==> src/rtl/e203_exu_wbck_arb_pkg.sv <==
// Shared widths and source encodings for the EXU write-back arbiter slice.
package e203_exu_wbck_arb_pkg;
    localparam int XLEN    = 32;  // tracks E203_XLEN
    localparam int RFIDX_W = 5;   // tracks E203_RFIDX_WIDTH
    localparam int ITAG_W  = 2;   // tracks E203_ITAG_WIDTH
    localparam int CNT_W   = 4;   // starvation counter width

    localparam logic SRC_ALU   = 1'b0;
    localparam logic SRC_LONGP = 1'b1;
endpackage

==> src/rtl/e203_wbck_outreg.sv <==
// Single-entry valid/ready write-back output register.
// i_ready doubles as the load enable: the entry can be refilled in the
// same cycle it drains, so a continuous stream sees no bubbles.
module e203_wbck_outreg
    import e203_exu_wbck_arb_pkg::*;
#(
    parameter int DW = XLEN,
    parameter int IW = RFIDX_W
) (
    input  logic          clk,
    input  logic          rst,
    input  logic          i_valid,
    output logic          i_ready,
    input  logic [DW-1:0] i_wdat,
    input  logic [IW-1:0] i_rdidx,
    input  logic          i_src,
    output logic          o_valid,
    input  logic          o_ready,
    output logic [DW-1:0] o_wdat,
    output logic [IW-1:0] o_rdidx,
    output logic          o_src
);
    logic          valid_q, valid_d;
    logic [DW-1:0] wdat_q, wdat_d;
    logic [IW-1:0] rdidx_q, rdidx_d;
    logic          src_q, src_d;

    assign i_ready = ~valid_q | o_ready;

    // Next entry: hold while stalled, otherwise take the push (or go empty).
    always_comb begin
        valid_d = valid_q;
        wdat_d  = wdat_q;
        rdidx_d = rdidx_q;
        src_d   = src_q;
        if (i_ready) begin
            valid_d = i_valid;
            if (i_valid) begin
                wdat_d  = i_wdat;
                rdidx_d = i_rdidx;
                src_d   = i_src;
            end
        end
    end

    // Entry register; reset drops any pending write.
    always_ff @(posedge clk or posedge rst) begin
        if (rst) begin
            valid_q <= 1'b0;
            wdat_q  <= '0;
            rdidx_q <= '0;
            src_q   <= SRC_ALU;
        end else begin
            valid_q <= valid_d;
            wdat_q  <= wdat_d;
            rdidx_q <= rdidx_d;
            src_q   <= src_d;
        end
    end

    assign o_valid = valid_q;
    assign o_wdat  = wdat_q;
    assign o_rdidx = rdidx_q;
    assign o_src   = src_q;
endmodule

==> src/rtl/e203_exu_wbck_arb.sv <==
// EXU write-back arbiter: ALU vs. long-pipe onto the single regfile port.
// Long-pipe may only write back the OITF head entry; its grant retires it.
// Build option E203_WBCK_ARB_RR_EN swaps the starvation counter for a
// 1-bit round-robin pointer.
module e203_exu_wbck_arb
    import e203_exu_wbck_arb_pkg::*;
#(
    parameter int STARVE_MAX = 4   // 1..15
) (
    input  logic               clk,
    input  logic               rst,
    input  logic               alu_wbck_i_valid,
    output logic               alu_wbck_i_ready,
    input  logic [XLEN-1:0]    alu_wbck_i_wdat,
    input  logic [RFIDX_W-1:0] alu_wbck_i_rdidx,
    input  logic               longp_wbck_i_valid,
    output logic               longp_wbck_i_ready,
    input  logic [XLEN-1:0]    longp_wbck_i_wdat,
    input  logic [RFIDX_W-1:0] longp_wbck_i_rdidx,
    input  logic [ITAG_W-1:0]  longp_wbck_i_itag,
    input  logic               oitf_empty,
    input  logic [ITAG_W-1:0]  oitf_ret_ptr,
    output logic               oitf_ret_ena,
    output logic               rf_wbck_o_valid,
    input  logic               rf_wbck_o_ready,
    output logic [XLEN-1:0]    rf_wbck_o_wdat,
    output logic [RFIDX_W-1:0] rf_wbck_o_rdidx,
    output logic               rf_wbck_o_src
);
    logic               ld, alu_elig, lp_elig, alu_win;
    logic               gnt_alu, gnt_lp, push;
    logic [XLEN-1:0]    sel_wdat;
    logic [RFIDX_W-1:0] sel_rdidx;

    assign alu_elig = alu_wbck_i_valid;
    assign lp_elig  = longp_wbck_i_valid & ~oitf_empty
                    & (longp_wbck_i_itag == oitf_ret_ptr);

`ifdef E203_WBCK_ARB_RR_EN
    logic ptr_q, ptr_d;

    // Contention goes to the pointed-to source (0 = ALU); lone requester wins.
    always_comb begin
        alu_win = alu_elig & (~lp_elig | (ptr_q == SRC_ALU));
        ptr_d   = ptr_q ^ (gnt_alu | gnt_lp);
    end

    // Round-robin pointer, flips after every grant.
    always_ff @(posedge clk or posedge rst) begin
        if (rst) ptr_q <= SRC_ALU;
        else     ptr_q <= ptr_d;
    end
`else
    localparam logic [CNT_W-1:0] STARVE_LIM = CNT_W'(STARVE_MAX);
    logic [CNT_W-1:0] starve_cnt_q, starve_cnt_d;

    // ALU has priority until the head long-pipe entry has been passed over
    // STARVE_MAX times; count only moves on cycles the output can load.
    always_comb begin
        alu_win      = alu_elig & (starve_cnt_q < STARVE_LIM);
        starve_cnt_d = starve_cnt_q;
        if (ld) begin
            if (gnt_lp | ~lp_elig)
                starve_cnt_d = '0;
            else if (starve_cnt_q < STARVE_LIM)
                starve_cnt_d = starve_cnt_q + 1'b1;
        end
    end

    // Starvation counter register.
    always_ff @(posedge clk or posedge rst) begin
        if (rst) starve_cnt_q <= '0;
        else     starve_cnt_q <= starve_cnt_d;
    end
`endif

    // Grants only when the output can take an entry; silenced during reset.
    always_comb begin
        gnt_alu   = ~rst & ld & alu_win;
        gnt_lp    = ~rst & ld & lp_elig & ~alu_win;
        sel_wdat  = gnt_lp ? longp_wbck_i_wdat  : alu_wbck_i_wdat;
        sel_rdidx = gnt_lp ? longp_wbck_i_rdidx : alu_wbck_i_rdidx;
        // x0 writes complete the handshake but never reach the regfile.
        push      = (gnt_alu | gnt_lp) & (sel_rdidx != '0);
    end

    assign alu_wbck_i_ready   = gnt_alu;
    assign longp_wbck_i_ready = gnt_lp;
    assign oitf_ret_ena       = gnt_lp;

    e203_wbck_outreg #(.DW(XLEN), .IW(RFIDX_W)) u_outreg (
        .clk     (clk),
        .rst     (rst),
        .i_valid (push),
        .i_ready (ld),
        .i_wdat  (sel_wdat),
        .i_rdidx (sel_rdidx),
        .i_src   (gnt_lp ? SRC_LONGP : SRC_ALU),
        .o_valid (rf_wbck_o_valid),
        .o_ready (rf_wbck_o_ready),
        .o_wdat  (rf_wbck_o_wdat),
        .o_rdidx (rf_wbck_o_rdidx),
        .o_src   (rf_wbck_o_src)
    );
endmodule
==> config.mk <==
export PLATFORM = sky130hd
export DESIGN_NAME = e203_exu_wbck_arb
export DESIGN_NICKNAME = d
export VERILOG_FILES = /design/src/rtl/e203_exu_wbck_arb_pkg.sv /design/src/rtl/e203_wbck_outreg.sv /design/src/rtl/e203_exu_wbck_arb.sv
export SDC_FILE = /design/constraint.sdc
export NUM_CORES = 1
export LEC_CHECK = 0
export BUFFER_PORTS_ARGS = -buffer_cell sky130_fd_sc_hd__buf_2
export CORE_ASPECT_RATIO = 1.25
export CORE_MARGIN = 4
export CORE_UTILIZATION = 48
export DETAILED_ROUTE_END_ITERATION = 10
export HOLD_SLACK_MARGIN = 0.05
export PLACE_DENSITY = 0.92
export SKIP_LAST_GASP = 1
export SLEW_MARGIN = 20
export SYNTH_ARGS = -nofsm -noshare
export SYNTH_HDL_FRONTEND = slang
export SYNTH_SLANG_ARGS = --single-unit
==> constraint.sdc <==
create_clock -name clk -period 3.18 [get_ports clk]
set_input_delay 0.318 -clock clk [delete_from_list [all_inputs] [get_ports clk]]
set_output_delay 0.318 -clock clk [all_outputs]
set_load 0.02 [all_outputs]
==> impl_metrics.toml <==
[yosys]
yosysTopAreaCell = "dfrtp_1"
yosysSeqAreaShare = 0.459
synth_compound_area_frac = 0.0299
yosys_warnings = 0
synthFlopType = "dfrtp_1"
ys_types = 33
synth_most_common_cell = "mux2_2"
synth_area_leaders = "dfrtp_1 46%, mux2_2 21%, mux2_4 12%"
synth_fa_ha_area_frac = 0.00534
synthCells = 168
synthSimpleGateAreaFrac = 0.0737
synth_xor_area_frac = 0.0176
synthArstFlopShare = 1.00
muxShareOfSynthArea = 0.375
synth_edf_count = 0
syn_area_mm2 = 0.00234
synth_nets = 253
synth_top_family_by_area = "multiplexers"
ys_ff_latch = 43
ys_top_cells_by_count = "44 x mux2_2, 43 x dfrtp_1, 18 x mux2_4"
yosys.area.top_type_share = 0.459
avgSynthCellArea_um2 = 13.9

[clock_network]
clkTransAtPathRegs_ps = 80
clockBufferDepth = 2
cts_root_buf = "clkbuf_8"
postCtsHoldBufs = 0
cts_made_buffers = 5
post_cts_resized = 0
cts_sinks = 43
clk_latency_ps = 280
cts_tree = "done"
cts_setup_buffers = 0
htreeDepth = 2

[sta]
report.final.slew_viol_count = 0
fin_skew_ps = 3.36
setup_violations = 0
post-route-period-util = 0.757
period_minus_slack_ps = 2410
rsz0062_at_grt = "false"
tightest_slew_ps = 588
hold_violations = 0
final.setup.tns_ps = 0
slew_headroom = 0.608
fmax_ghz = 0.416

[finish]
finalNonFillerCells = 355
nets = 379
finish.utilization = 0.657
drive_above_1_share = 0.695
antenna_cells = 0
area_growth_pct = 32.7

[routing]
vias = 1752
drtAntennaViolNets = 0
first_pass_iters = 3
wl_per_cell_um = 14.3
drt_wl_total_um = 5070
drt_iter0_drc = 72
drcViolationCount = 0
via_per_inst = 4.94

[placement]
dp.cells = 347
numPortBuffers = 125
place_congestion = 0.721
hpwl_um = 4110

[setup_path]
r2r_cells = 5
slowest_delay_ps = 480
r2r-end = "u_outreg.o_wdat[1]$_DFFE_PP0P_"
critPathCapture = "longp_wbck_i_ready"
cp-end-kind = "output port"
required_ps = 2860
crit_fanout = 38
worstSetupStartpointType = "flop"
timing.setup.critical_path_class = "flop to output port"
arrival_ps = 2090
rrSetupSlack_ps = 880
crit_slowest_cell = "nand2b_4"
crit_start = "starve_cnt_q[3]$_DFFE_PP0P_"
r2r_start = "starve_cnt_q[3]$_DFFE_PP0P_"
path_cells = "nor3b_1 > nor3_2 > nand2b_4 > inv_1 > buf_2"

[pwr]
vdd_drop_max_uv = 356
power_density_mw_per_mm2 = 517
fin_total_pwr_mw = 1.61
p_leak_nw = 1.64

[floorplanning]
rows = 28
die-area_mm2 = 0.00607
core_area_mm2 = 0.00473
die_y_um = 86.1
boundaryPins = 126
dieWidth_um = 70.5
start_util = 0.495

[global_routing]
grt_overflow = 0
grt_pass1_wl_um = 8220
grt_max_degree = 46
grt_pass1_vias = 1841
grt_usage = 0.170
antenna_found_initial = 0

[hold_path]
hold_class = "primary input to asynchronous set/reset pin"

[job]
maxCapViolCount = 0

[run_status]
status = "completed"
==> cell usage in the layout, fill, tap and decap left out <==
master	instances
or3b_2	1
nand2b_4	1
a2bb2oi_1	1
o22a_1	1
or4_1	1
nand4b_4	1
nor3_1	1
mux2_1	10
a21oi_1	2
clkinv_2	1
o2bb2ai_1	1
nand3_2	1
nor3_2	1
nand3_1	1
clkbuf_8	6
bufinv_16	1
nand2_1	5
a31oi_1	1
inv_1	2
o21ai_0	3
nor4_1	1
mux2_4	18
o31ai_1	1
xnor2_2	2
nand2b_1	2
o21ai_1	1
nor2_1	8
buf_12	1
buf_2	125
xor2_1	1
dfrtp_1	43
buf_4	1
mux2_2	44
inv_2	1
ha_1	1
nor2b_1	1
nor3b_1	2
==> cell families after synthesis <==
group | Yosys count
muxes | 72
DFF | 43
and+or+nand+nor | 27
AOI/OAI and AO/OA | 11
buffers and inverters | 11
xor gates and xnor gates | 3
adders and majority gates | 1
==> layout make-up <==
| type | instances | area (µm²) |
|---|---|---|
| clock buffer | 6 | 82.6 |
| clock inverter | 2 | 35.0 |
| fill | 372 | 1620 |
| inverter | 3 | 11.3 |
| multi-input combinational | 114 | 1170 |
| sequential | 43 | 1080 |
| tap | 60 | 75.1 |
| timing repair buffer | 127 | 653 |
==> per-layer routing <==
metal	routed length (µm)	GRT usage	up-vias
li1	-	-	854
met1	1730	0.169	814
met2	2890	0.331	76
met3	366	0.0387	8
met4	78	0.0697	0
met5	0	0	-
==> stage by stage <==
step                      setup slack (ps)  hold WS (ps)  cell area [µm²]
after floorplan                        761           479             2340
after global placement                 929           470             2990
after detailed placement               855           475             2990
after CTS                              750           233             3110
after global routing                   500           270             3110
final                                  774           225             3110
==> power breakdown <==
| group | switching [mW] | internal, mW | total, mW |
|---|---|---|---|
| Combinational | 0.264 | 0.222 | 0.486 |
| Sequential | 0.0481 | 0.648 | 0.696 |
| Clock | 0.170 | 0.254 | 0.424 |
| Total | 0.482 | 1.12 | 1.61 |
==> state kept, by name, indices dropped and copies added (netlist names) <==
| signal | count |
|---|---|
| u_outreg.o_rdidx | 5 |
| starve_cnt_q | 4 |
| u_outreg.o_valid | 1 |
| u_outreg.o_src | 1 |
| u_outreg.o_wdat | 32 |
==> worst min-delay path by stage <==
| stage | slack (ps) | from | cells past startpoint | endpoint |
|---|---|---|---|---|
| finish | 230 | rst | 3 | u_outreg.o_rdidx[0]$_DFFE_PP0P_ |
| global route | 270 | rst | 3 | u_outreg.o_rdidx[0]$_DFFE_PP0P_ |
| CTS | 230 | rst | 3 | u_outreg.o_rdidx[0]$_DFFE_PP0P_ |
| detailed placement | 480 | u_outreg.o_wdat[6]$_DFFE_PP0P_ | 1 | u_outreg.o_wdat[6]$_DFFE_PP0P_ |
| global placement | 470 | u_outreg.o_wdat[5]$_DFFE_PP0P_ | 1 | u_outreg.o_wdat[5]$_DFFE_PP0P_ |
| floorplan | 480 | starve_cnt_q[1]$_DFFE_PP0P_ | 2 | starve_cnt_q[1]$_DFFE_PP0P_ |
==> worst max-delay path, delay by kind of cell, from the launching register on <==
family                 cells  cell delay, ps
AND/OR/NAND/NOR            3            1080
flip-flops                 1             410
buffers and inverters      2             310
(Power assumes the default switching activity.)
